$ cat src/rtl/program_loader_if.sv
// program_loader_if: byte-stream handshake plus instruction-memory write port of the program loader.
// Signals: in_data/in_valid/in_ready (stream), mem_data/mem_addr/mem_en_write (memory write port).
// master = the loader (accepts the stream, drives memory); slave = the stream source / memory side.
interface program_loader_if #(
   parameter int INST_SIZE = 16,
   parameter int ADDR_SIZE = 8
);
   logic [7:0]           in_data;
   logic                 in_valid;
   logic                 in_ready;
   logic [INST_SIZE-1:0] mem_data;
   logic [ADDR_SIZE-1:0] mem_addr;
   logic                 mem_en_write;

   modport master (
      input  in_data, in_valid,
      output in_ready, mem_data, mem_addr, mem_en_write
   );

   modport slave (
      output in_data, in_valid,
      input  in_ready, mem_data, mem_addr, mem_en_write
   );
endinterface

$ cat src/rtl/program_loader.sv
// program_loader: loads a count/instructions/checksum byte stream into instruction memory and holds the CPU in reset until it verifies.
// Latency: write strobe the cycle after a word's last byte; in_ready returns one cycle later; cpu_rst falls the cycle after a good checksum.
// Backpressure: in_ready is low during each write cycle and in DONE/ERROR; the source holds its byte until accepted.
// Ports: clk, rst (synchronous, active-high); bus.master = stream in + memory write out; cpu_rst/done/error = status, all registered.
module program_loader #(
   parameter int INST_SIZE = 16,
   parameter int ADDR_SIZE = 8
) (
   input  logic             clk,
   input  logic             rst,
   program_loader_if.master bus,
   output logic             cpu_rst,
   output logic             done,
   output logic             error
);
   localparam int BYTES_PER_INST = INST_SIZE / 8;
   localparam int BC_W           = (BYTES_PER_INST > 1) ? $clog2(BYTES_PER_INST) : 1;

   typedef enum logic [2:0] {
      S_COUNT,
      S_RECV,
      S_WRITE,
      S_CHECK,
      S_DONE,
      S_ERROR
   } state_t;

   state_t               state_q;
   logic                 in_ready_q;
   logic                 mem_en_write_q;
   logic [ADDR_SIZE-1:0] mem_addr_q;
   logic [INST_SIZE-1:0] mem_data_q;
   logic                 cpu_rst_q;
   logic                 done_q;
   logic                 error_q;

   logic [7:0]           n_q;       // instruction count from the header byte
   logic [7:0]           csum_q;    // running XOR of instruction bytes
   logic [INST_SIZE-1:0] word_q;    // word being assembled, MSB first
   logic [BC_W-1:0]      bcnt_q;    // byte index within the current word
   logic [ADDR_SIZE:0]   wcnt_q;    // one extra bit so N = 2^ADDR_SIZE does not alias to 0

   logic                 accept;
   logic [INST_SIZE-1:0] word_d;
   logic [7:0]           csum_d;
   logic [ADDR_SIZE:0]   wcnt_d;
   logic                 last_byte;
   logic                 n_too_big;
   logic                 words_done;

   assign accept     = bus.in_valid && in_ready_q;
   assign word_d     = (word_q << 8) | INST_SIZE'(bus.in_data);
   assign csum_d     = csum_q ^ bus.in_data;
   assign wcnt_d     = wcnt_q + 1'b1;
   assign last_byte  = (bcnt_q == BC_W'(BYTES_PER_INST - 1));
   // Only possible for ADDR_SIZE < 8; compared in 9 bits so 2^8 is representable.
   assign n_too_big  = ({1'b0, bus.in_data} > (9'd1 << ADDR_SIZE));
   assign words_done = (9'(wcnt_d) == {1'b0, n_q});

   always_ff @(posedge clk) begin
      if (rst) begin
         state_q        <= S_COUNT;
         in_ready_q     <= 1'b0;
         mem_en_write_q <= 1'b0;
         mem_addr_q     <= '0;
         mem_data_q     <= '0;
         cpu_rst_q      <= 1'b1;
         done_q         <= 1'b0;
         error_q        <= 1'b0;
         n_q            <= '0;
         csum_q         <= '0;
         word_q         <= '0;
         bcnt_q         <= '0;
         wcnt_q         <= '0;
      end else begin
         case (state_q)
            S_COUNT: begin
               // Ready comes up the cycle after reset is released.
               in_ready_q <= 1'b1;
               if (accept) begin
                  n_q    <= bus.in_data;
                  csum_q <= '0;
                  bcnt_q <= '0;
                  wcnt_q <= '0;
                  if (bus.in_data == 8'd0) begin
                     state_q <= S_CHECK;
                  end else if (n_too_big) begin
                     state_q    <= S_ERROR;
                     in_ready_q <= 1'b0;
                     error_q    <= 1'b1;
                  end else begin
                     state_q <= S_RECV;
                  end
               end
            end

            S_RECV: begin
               if (accept) begin
                  word_q <= word_d;
                  csum_q <= csum_d;
                  if (last_byte) begin
                     // Load the write port now so the strobe is registered for the WRITE cycle.
                     bcnt_q         <= '0;
                     state_q        <= S_WRITE;
                     in_ready_q     <= 1'b0;
                     mem_en_write_q <= 1'b1;
                     mem_addr_q     <= wcnt_q[ADDR_SIZE-1:0];
                     mem_data_q     <= word_d;
                  end else begin
                     bcnt_q <= bcnt_q + 1'b1;
                  end
               end
            end

            S_WRITE: begin
               mem_en_write_q <= 1'b0;
               wcnt_q         <= wcnt_d;
               in_ready_q     <= 1'b1;
               state_q        <= words_done ? S_CHECK : S_RECV;
            end

            S_CHECK: begin
               if (accept) begin
                  in_ready_q <= 1'b0;
                  if (bus.in_data == csum_q) begin
                     state_q   <= S_DONE;
                     cpu_rst_q <= 1'b0;
                     done_q    <= 1'b1;
                  end else begin
                     state_q <= S_ERROR;
                     error_q <= 1'b1;
                  end
               end
            end

            S_DONE: begin
               in_ready_q <= 1'b0;
            end

            S_ERROR: begin
               in_ready_q <= 1'b0;
            end

            default: begin
               // Unused encodings fail safe: CPU stays in reset, error raised.
               state_q        <= S_ERROR;
               in_ready_q     <= 1'b0;
               mem_en_write_q <= 1'b0;
               cpu_rst_q      <= 1'b1;
               done_q         <= 1'b0;
               error_q        <= 1'b1;
            end
         endcase
      end
   end

   assign bus.in_ready     = in_ready_q;
   assign bus.mem_en_write = mem_en_write_q;
   assign bus.mem_addr     = mem_addr_q;
   assign bus.mem_data     = mem_data_q;
   assign cpu_rst          = cpu_rst_q;
   assign done             = done_q;
   assign error            = error_q;
endmodule
$ cat src/flat_wrapper.sv
// flat-port wrapper written by rule: the top's interface ports become plain ports
module program_loader_flat 
#(
   parameter int INST_SIZE = 16,
   parameter int ADDR_SIZE = 8
)
  (clk, rst, cpu_rst, done, error, bus_in_data, bus_in_valid, bus_in_ready, bus_mem_data, bus_mem_addr, bus_mem_en_write);
  program_loader_if #(.INST_SIZE(INST_SIZE), .ADDR_SIZE(ADDR_SIZE)) bus_i ();
  input  logic clk;
  input  logic rst;
  output logic cpu_rst;
  output logic done;
  output logic error;
  input wire logic [$bits(bus_i.in_data)-1:0] bus_in_data;
  input wire logic [$bits(bus_i.in_valid)-1:0] bus_in_valid;
  output wire logic [$bits(bus_i.in_ready)-1:0] bus_in_ready;
  output wire logic [$bits(bus_i.mem_data)-1:0] bus_mem_data;
  output wire logic [$bits(bus_i.mem_addr)-1:0] bus_mem_addr;
  output wire logic [$bits(bus_i.mem_en_write)-1:0] bus_mem_en_write;
  assign bus_i.in_data = bus_in_data;
  assign bus_i.in_valid = bus_in_valid;
  assign bus_in_ready = bus_i.in_ready;
  assign bus_mem_data = bus_i.mem_data;
  assign bus_mem_addr = bus_i.mem_addr;
  assign bus_mem_en_write = bus_i.mem_en_write;
  program_loader #(.INST_SIZE(INST_SIZE), .ADDR_SIZE(ADDR_SIZE)) u_core (.clk(clk), .rst(rst), .bus(bus_i), .cpu_rst(cpu_rst), .done(done), .error(error));
endmodule
$ cat config.mk
export PLATFORM = sky130hd
export DESIGN_NAME = program_loader_flat
export DESIGN_NICKNAME = d
export VERILOG_FILES = /design/src/rtl/program_loader_if.sv /design/src/rtl/program_loader.sv /design/src/flat_wrapper.sv
export SDC_FILE = /design/constraint.sdc
export NUM_CORES = 1
export LEC_CHECK = 0
export ABC_AREA = 0
export CAP_MARGIN = 20
export CORE_ASPECT_RATIO = 1.4
export CORE_UTILIZATION = 35
export CTS_CLUSTER_DIAMETER = 80
export DETAILED_ROUTE_END_ITERATION = 8
export HOLD_SLACK_MARGIN = 0.06
export PLACE_DENSITY = 0.51
export SYNTH_ARGS = -nofsm -noshare
export SYNTH_HDL_FRONTEND = slang
export SYNTH_SLANG_ARGS = --single-unit
$ cat constraint.sdc
create_clock -name clk -period 3.7 [get_ports clk]
set_input_delay 0.74 -clock clk [delete_from_list [all_inputs] [get_ports clk]]
set_output_delay 0.74 -clock clk [all_outputs]
set_load 0.1 [all_outputs]
==> metrics.md, run 1 <==
| Metric | Value |
|---|---|
| Outcome | completed |
| Clock-pin slew on the worst setup and hold paths | 0.05 ns |
| Hold WC Path Type | reg2reg |
| CTS Buf Count | 9 |
| Post-CTS Setup Repair Bufs | 0 |
| Syn Nets | 400 |
| Synth unique cells | 49 |
| Post-cts resize count | 0 |
| Drt via density | 5.14 |
| Worst-Margin Slew | 0.974 ns |
| Die width | 80.9 um |
| Number of top-level pins | 40 |
| Remaining DRCs | 0 |
| Row cnt | 39 |
| Port Buffer Count | 39 |
| Gr usage total | 0.178 |
| Post-Synthesis Mean Instance Area | 7.86 um2 |
| Fmax | 0.380 GHz |
| Yosys reg bits | 66 |
| Worst path slowest cell | clkdlybuf4s50_1 |
| Final min period | 2.63 ns |
| Fin crit share | 0.711 |
| Pwr per Cell Area | 436 nW/um2 |
| Synth Area in Compound Gates | 0.198 |
| CP top delay family | buffers and inverters |
| Vias in the first global route | 2562 |
| Total negative setup slack | 0 ns |
| Diodes inserted | 0 |
| Most frequent cell after synthesis | nand2_1 |
| Worst path required time | 2.96 ns |
| GPL Wtd Cong | 0.805 |
| WP depth | 1 |
| Startpoint types | register |
| Area leader, netlist | dfxtp_1 |
| First-pass DRT Iterations | 4 |
| Clock skew | 0.00323 ns |
| Initial antenna violation count | 0 |
| DIE AREA | 9090 um2 |
| CTS root buf | clkbuf_16 |
| Cells after Synth | 388 |
| Post-detailed-route wirelength per cell | 14.5 um |
| Total power | 1.62 mW |
| Layout area overhead | 21.6% |
| Vias | 2649 |
| Clock buffer depth | 2 |
| CTS tree | done |
| CP max stage delay | 1.17 ns |
| Largest family of logic cells by synthesized area | simple AND/OR/NAND/NOR gates |
| Endpoints failing setup | 0 |
| Hold_buf cts | 0 |
| Post-synth EDFFs | 0 |
| DP HPWL | 4970 um |
| Mux contribution to synthesized area | 0.00328 |
| Antenna viol nets, final | 0 |
| Commonest cells post-synth | 79 x nand2_1, 66 x dfxtp_1, 55 x a21oi_1 |
| Max H-tree Level | 3 |
| CP arrival | 1.89 ns |
| Core region area | 8300 um2 |
| Clock sink total | 66 |
| Synth async-reset ratio | 0 |
| Max-slew violation count | 0 |
| Synth Flop Type | dfxtp_1 |
| Buf+Inv Stages, Crit Path | 1 |
| Top cells by area, synth | dfxtp_1 43%, nand2_1 9.7%, a21oi_1 9.0% |
| Adder-cell share of the synthesized area | 0.00410 |
| P_leak | 1.23 nW |
| Max Cap Viol | 0 |
| First-pass GRT wire length | 12300 um |
| Cells on worst reg2reg path | 5 |
| Maximum vdd ir drop | 0.000214 V |
| Grt total ovfl | 0 |
| Post-layout nets | 421 |
| Slew headroom | 0.349 |
| Sequential area share after synthesis | 0.433 |
| Total Wirelength | 7470 um |
| Cell Area, Synth | 3050 um2 |
| Synth Warn # | 0 |
| Setup CP Type | reg2out |
| Drt initial violations | 127 |
| RSZ-0062 raised after global routing | no |
| Hold-critical path depth | 2 |
| Simple-gate share of the synthesized area | 0.248 |
| Share of cells above drive strength 1 | 0.0799 |
| CP Capture Type | output pin |
| Area share of the largest cell type after synthesis | 0.433 |
| Largest net degree at the start of global routing | 67 |
| Maximum fanout along the worst path | 6 |
| Critical Path, Cell by Cell | clkdlybuf4s50_1 |
| Clock insertion delay at the later pin of the skew report | 0.33 ns |
| Initial Utilization | 0.368 |
| Synth Area in XOR/XNOR | 0.0546 |
| Layout filler cell count | 863 |
| Hold Fails Final Rpt | 0 |
| Chip height | 112 um |
## through the flow
step	std cells	worst slack, ns	area [um2]	utilization	hold WS (ns)
final	515	1.07	3710	0.447	0.448
after global routing	515	1.01	3710	0.447	0.466
after CTS	515	1.06	3710	0.447	0.449
after detailed placement	500	0.841	3430	0.414	0.440
after global placement	500	0.896	3430	0.414	0.434
after floorplan	388	1.46	3050	-	0.432
## worst paths after layout
kind                       start                      to  slack (ns)
max          u_core.bus.in_ready            bus_in_ready        1.07
min             u_core.word_q[1]  u_core.bus.mem_data[9]        0.45
max reg2reg    u_core.state_q[1]  u_core.bus.mem_data[0]        1.25
min reg2reg     u_core.word_q[1]  u_core.bus.mem_data[9]        0.45
## cell families after synthesis
family | Yosys count
adders and majority gates | 1
buffers and inverters | 38
DFF | 66
and+or+nand+nor | 158
AOI/OAI and AO/OA | 105
xor gates and xnor gates | 19
muxes | 1
## metal layers
layer  global-route usage  part of all wire  up-vias
met2                0.306              0.48       43
met5                    0                 0        -
met4                0.110             0.027        0
met3               0.0301             0.028       11
li1                     -                 -     1353
met1                0.199              0.46     1242
## state kept, by name, summed over array words and instances (netlist names), 3 cells and up
| signal | flops |
|---|---|
| u_core.wcnt_q | 9 |
| u_core.word_q | 8 |
| u_core.bus.mem_addr | 8 |
| u_core.bus.mem_data | 16 |
| u_core.csum_q | 8 |
| u_core.n_q | 8 |
| u_core.state_q | 3 |
## power breakdown
part           leakage (nW)  switching, mW  internal, mW  total [mW]
Clock                 0.132          0.293         0.485       0.777
Sequential            0.533        0.00951         0.722       0.732
Combinational         0.563         0.0704        0.0383       0.109
Total                  1.23          0.373          1.25        1.62
## area by class of cell
class	count	area [um2]	share of cell area
Clock buffer	13	260	0.0702
Clock inverter	2	12.5	0.00337
Inverter	4	15.0	0.00405
Multi-Input combinational cell	284	1550	0.417
Sequential cell	66	1320	0.356
Tap cell	102	128	0.0344
Timing Repair Buffer	44	423	0.114
## placed cells by master, fill, tap and decap left out, types with 2 or more instances in the layout
cell type / instances
a211oi_1: 2
a21oi_1: 55
a21oi_2: 9
a31oi_1: 2
and2_1: 2
and3_1: 3
buf_4: 5
clkbuf_1: 2
clkbuf_16: 9
clkbuf_8: 2
clkdlybuf4s50_1: 38
dfxtp_1: 66
inv_1: 4
nand2_1: 79
nand2b_1: 2
nand3_1: 4
nand3b_1: 9
nand4_1: 4
nand4b_1: 2
nor2_1: 31
nor3_1: 3
nor3b_1: 2
nor4_1: 4
o21ai_0: 27
or2_2: 2
xnor2_1: 17
xor2_1: 2
Power figures use the tool's default switching activity.
==> run 2, diff against run 1 <==
--- a/config.mk
+++ b/config.mk
@@ -12,7 +12,7 @@
 export CTS_CLUSTER_DIAMETER = 80
 export DETAILED_ROUTE_END_ITERATION = 8
 export HOLD_SLACK_MARGIN = 0.06
-export PLACE_DENSITY = 0.51
+export PLACE_DENSITY = 0.53
 export SYNTH_ARGS = -nofsm -noshare
 export SYNTH_HDL_FRONTEND = slang
 export SYNTH_SLANG_ARGS = --single-unit
==> constraint.sdc (replaced) <==
create_clock -name clk -period 2.2 [get_ports clk]
set_input_delay 0.44 -clock clk [delete_from_list [all_inputs] [get_ports clk]]
set_output_delay 0.44 -clock clk [all_outputs]
set_load 0.1 [all_outputs]
==> run 2 against run 1 <==
- clock power grew 88%
- global-route usage up 0.43 points
- combinational power up 80%
- sequential share of layout area fell by 1.1 points
- via count increased by 3.3%
- first-iteration DRC count grew 10%
- cell area rose by 3.4%
- setup slack got worse by 0.73 ns
- clock skew increased by 0.0024 ns
- count of clock-buffer cells in the layout shrank 1
- sequential power grew 68%
- critical path type is now reg2reg
- largest power group unchanged
- highest routed layer unchanged
==> metrics.md, run 2 (same netlist as run 1, synthesis figures left out) <==
| Metric | Value |
|---|---|
| First-pass GRT wire length | 12500 um |
| DR top layer | met4 |
| Hold-critical path depth | 2 |
| First-pass DRT Iterations | 5 |
| Pwr per Cell Area | 753 nW/um2 |
| DP HPWL | 5180 um |
| Dpl cells | 520 |
| Slew headroom | 0.495 |
| CTS tree | done |
| Vias in the first global route | 2530 |
| Cells on worst reg2reg path | 6 |
| Post-cts resize count | 0 |
| Max reg flops | 16 |
| Most common cell after layout, fill and taps aside | nand2_1 |
| Critical Path, Cell by Cell | or3b_1 > nor2_8 > and2_1 > buf_12 > nor2_1 > a211oi_1 |
| Clock-pin slew on the worst setup and hold paths | 0.05 ns |
| Diodes inserted | 0 |
| Drt via density | 5.10 |
| Initial Utilization | 0.368 |
| Drt initial violations | 140 |
| Total negative setup slack | 0 ns |
| Die width | 80.9 um |
| Outcome | completed |
| Worst path required time | 2.44 ns |
| RSZ-0062 raised after global routing | no |
| Reg-to-reg slack, setup | 0.34 ns |
| Non-Filler Instances | 536 |
| Post-CTS Setup Repair Bufs | 0 |
| Layout filler cell count | 839 |
| DP Area | 3530 um2 |
| FF+latch area | 1320 um2 |
| Final Instance Area | 3830 um2 |
| CTS root buf | clkbuf_16 |
| WP depth | 6 |
| Met3 routed WL | 265 um |
| CP Capture Type | register |
| Worst path slowest cell | or3b_1 |
| Gr usage total | 0.182 |
| Fmax | 0.538 GHz |
| Chip height | 112 um |
| Setup CP Type | reg2reg |
| Maximum fanout along the worst path | 25 |
| Met2 wire length | 3810 um |
| DIE AREA | 9090 um2 |
| Post-detailed-route wirelength per cell | 14.3 um |
| Most frequent cells in the layout | 79 x nand2_1, 65 x dfxtp_1, 55 x a21oi_1 |
| Share of cells above drive strength 1 | 0.196 |
| Hold Fails Final Rpt | 0 |
| Flop pwr share | 0.426 |
| Setup WS pre-CTS | 0.120 ns |
| Combinational power share | 0.068 |
| Remaining DRCs | 0 |
| Initial antenna violation count | 0 |
| Buf+Inv Stages, Crit Path | 1 |
| Grt total ovfl | 0 |
| Vias | 2736 |
| Post-layout util | 0.462 |
| Total Wirelength | 7660 um |
| Setup WS post-layout | 0.340 ns |
| Startpoint types | register |
| Max H-tree Level | 3 |
| Clock skew | 0.00567 ns |
| Hold_buf cts | 0 |
| Port Buffer Count | 39 |
| Layout area overhead | 25.7% |
| Endpoints failing setup | 0 |
| Maximum vdd ir drop | 0.000465 V |
| Area of the multi-input gates | 1550 um2 |
| CP arrival | 2.10 ns |
| Clock power share | 0.506 |
| Max Cap Viol | 0 |
| Switching fraction of total power | 0.229 |
| Final min period | 1.86 ns |
| Post-layout nets | 441 |
| CP top delay family | simple AND/OR/NAND/NOR gates |
| Internal | 2.23 mW |
| Clock sink total | 66 |
| Net Sw Power | 0.661 mW |
| CP max stage delay | 0.62 ns |
| Hold WC Path Type | reg2reg |
| CTS Buf Count | 9 |
| Clock insertion delay at the later pin of the skew report | 0.33 ns |
| Core region area | 8300 um2 |
| Row cnt | 39 |
| Antenna viol nets, final | 0 |
| Max-slew violation count | 0 |
| P_leak | 1.40 nW |
| Largest net degree at the start of global routing | 67 |
| Number of top-level pins | 40 |
| Clock buffer depth | 2 |
| GPL Wtd Cong | 0.817 |
| Fin crit share | 0.845 |
| Worst-Margin Slew | 0.758 ns |
| WL met1 | 3420 um |
-- run 2: power groups by stage --
stage,combinational (mW),clock [mW],sequential [mW]
floorplan,0.124,0,1.26
global placement,0.198,0,1.26
detailed placement,0.198,0,1.25
CTS,0.199,1.50,1.23
global route,0.218,1.54,1.23
finish,0.196,1.46,1.23
-- run 2: metrics by stage --
stage               power [mW]  hold WS [ns]
finish                    2.89         0.449
floorplan                 1.39         0.432
CTS                       2.92         0.452
global placement          1.45         0.440
global route              2.99         0.466
detailed placement        1.45         0.443
-- run 2: layout make-up --
cell class                 count  area share
clock buffer                  12      0.0669
clock inverter                 4      0.0131
inverter                       4     0.00392
multi-input combinational    284       0.404
sequential                    66       0.345
tap                          102      0.0333
timing repair buffer          64       0.134
-- run 2: layer usage --
layer,vias to the layer above,GRT usage
met1,1266,0.220
met4,0,0.0869
met3,12,0.0382
met5,-,0
met2,52,0.303
li1,1406,-
-- run 2: path summary, 6_finish.rpt --
check                     from                       to
max          u_core.state_q[2]  u_core.bus.mem_en_write
min reg2reg   u_core.word_q[0]   u_core.bus.mem_data[8]
min           u_core.word_q[0]   u_core.bus.mem_data[8]
max reg2reg  u_core.state_q[2]  u_core.bus.mem_en_write
-- run 2: tightest hold or removal path: cells and delay by family, from the launching register on --
| family | cells | cell delay (ns) |
|---|---|---|
| DFF | 1 | 0.30 |
| AOI/OAI and AO/OA | 1 | 0.05 |
| and+or+nand+nor | 1 | 0.05 |
==> run 3, diff against run 2 <==
==> constraint.sdc (replaced) <==
create_clock -name clk -period 1.6 [get_ports clk]
set_input_delay 0.32 -clock clk [delete_from_list [all_inputs] [get_ports clk]]
set_output_delay 0.32 -clock clk [all_outputs]
set_load 0.1 [all_outputs]
==> run 3 against run 2 <==
- hold slack gained 0.0015 ns
- combinational power grew 58%
- count of clock-buffer cells in the layout shrank 2
- via count grew 2.8%
- sequential share of layout area shrank 5.3 points
==> metrics.md, run 3 (same netlist as run 1, synthesis figures left out) <==
| Metric | Value |
|---|---|
| Outcome | completed |
| Fmax | 0.626 GHz |
| Most frequent cells in the layout | 78 x nand2_1, 60 x dfxtp_1, 55 x a21oi_1 |
| Maximum fanout along the worst path | 5 |
| Clock-pin slew on the worst setup and hold paths | 0.06 ns |
| Most used cell, CP | nor4_2 |
| CP arrival | 1.81 ns |
| Hold-critical path depth | 2 |
| Vias | 2813 |
| Setup CP Type | reg2reg |
| First-pass GRT wire length | 13000 um |
| CP Capture Type | register |
| CTS tree | done |
| Drt initial violations | 155 |
| Gr usage total | 0.186 |
| Max Cap Viol | 0 |
| Max reg flops | 16 |
| Maximum vdd ir drop | 0.000598 V |
| CTS Buf Count | 9 |
| Drt via density | 5.01 |
| Initial antenna violation count | 0 |
| Row cnt | 39 |
| Startpoint types | register |
| P_leak | 1.73 nW |
| Worst-Margin Slew | 0.490 ns |
| Final min period | 1.60 ns |
| Chip height | 112 um |
| Slew headroom | 0.674 |
| Port Buffer Count | 39 |
| Vias in the first global route | 2697 |
| Remaining DRCs | 0 |
| Hold EP | u_core.bus.mem_data[12] |
| Setup WS post-layout | 0.00261 ns |
| Clock sink total | 66 |
| DIE AREA | 9090 um2 |
| Critical Path, Cell by Cell | buf_6 > and3b_1 > o2111a_1 > nor4_2 > nor4_2 > a31o_1 |
| R2r endpoint | u_core.state_q[1] |
| GRT Max-Usage Layer | met2 |
| Min-delay src | u_core.word_q[4] |
| Cells on worst reg2reg path | 6 |
| Number of top-level pins | 40 |
| Total power | 4.15 mW |
| Pwr per Cell Area | 906 nW/um2 |
| Endpoints failing setup | 0 |
| DP HPWL | 5600 um |
| Worst path slowest cell | dfxtp_1 |
| Fin crit share | 0.998 |
| Initial Utilization | 0.368 |
| Critical Path Start | u_core.n_q[7] |
| RSZ-0062 raised after global routing | yes |
| Total negative setup slack | 0 ns |
| Worst R2R Start | u_core.n_q[7] |
| Most common cell after layout, fill and taps aside | nand2_1 |
| CTS root buf | clkbuf_16 |
| Reg-to-reg slack, setup | 0.003 ns |
| Antenna viol nets, final | 0 |
| GPL Wtd Cong | 0.827 |
| Clock insertion delay at the later pin of the skew report | 0.33 ns |
| First-pass DRT Iterations | 4 |
| Setup WS pre-CTS | -0.350 ns |
| Hold WC Path Type | reg2reg |
| Met2 Use GR | 0.325 |
| Max H-tree Level | 3 |
| Largest net degree at the start of global routing | 41 |
| Clock buffer depth | 2 |
| Layout area overhead | 50.2% |
| GR Util met3 | 0.0415 |
| Total Wirelength | 7820 um |
| Post-detailed-route wirelength per cell | 13.9 um |
| Grt total ovfl | 0 |
| Core region area | 8300 um2 |
| Clock skew | 0.00583 ns |
| Hold Fails Final Rpt | 0 |
| Max-slew violation count | 0 |
| Post-layout nets | 467 |
| Share of cells above drive strength 1 | 0.289 |
| Worst path required time | 1.81 ns |
| Diodes inserted | 0 |
| Die width | 80.9 um |
| Met1 Use GR | 0.218 |
| CP max stage delay | 0.36 ns |
run 3: worst max-delay path by stage:
stage / endpoint / slack, ns / depth (start not counted)
5_1_grt: u_core.state_q[1] / -0.07 / 6
3_3_place_gp: u_core.state_q[0] / -0.33 / 6
2_1_floorplan: u_core.bus.mem_addr[1] / 0.006 / 6
6_report: u_core.state_q[1] / 0.003 / 6
3_5_place_dp: u_core.state_q[0] / -0.35 / 6
4_1_cts: u_core.state_q[1] / -0.03 / 5
run 3: critical path, delay by kind of cell (launching register included):
kind | cells | cell delay, ns
AO/OA/AOI/OAI | 2 | 0.45
buffers and inverters | 1 | 0.13
flip-flops | 1 | 0.36
AND/OR/NAND/NOR | 3 | 0.54
run 3: report_power, final:
group          switching, mW  leakage (nW)  internal (mW)
Sequential            0.0249         0.537           1.67
Combinational          0.178          1.03          0.132
Clock                  0.737         0.155           1.41
run 3: final cells by class:
cell class                      instances  area, um2
Clock buffer                           10        239
Clock inverter                          6       88.8
Fill cell                             789       3720
Inverter                                4       15.0
Multi-Input combinational cell        284       1660
Sequential cell                        66       1340
Tap cell                              102        128
Timing Repair Buffer                   90       1110
run 3: per-stage QoR:
step                hold WS (ns)  area [um2]  cells  utilization
floorplan                  0.432        3060    388            -
global placement           0.438        4090    545        0.494
detailed placement         0.443        4090    545        0.494
CTS                        0.452        4450    561        0.537
global route               0.461        4580    562        0.552
finish                     0.450        4580    562        0.552
run 3: metal layers:
metal	up-vias	part of all wire
li1	1449	-
met1	1317	0.43
met2	42	0.53
met3	5	0.030
met4	0	0.010
met5	-	0
run 3: what timing repair did:
item,4_1_cts,5_1_grt
gates resized for setup,9,34
hold buffers,0,0
buffers inserted,0,1
endpoints found under the setup margin,36,46
pin swaps,1,12
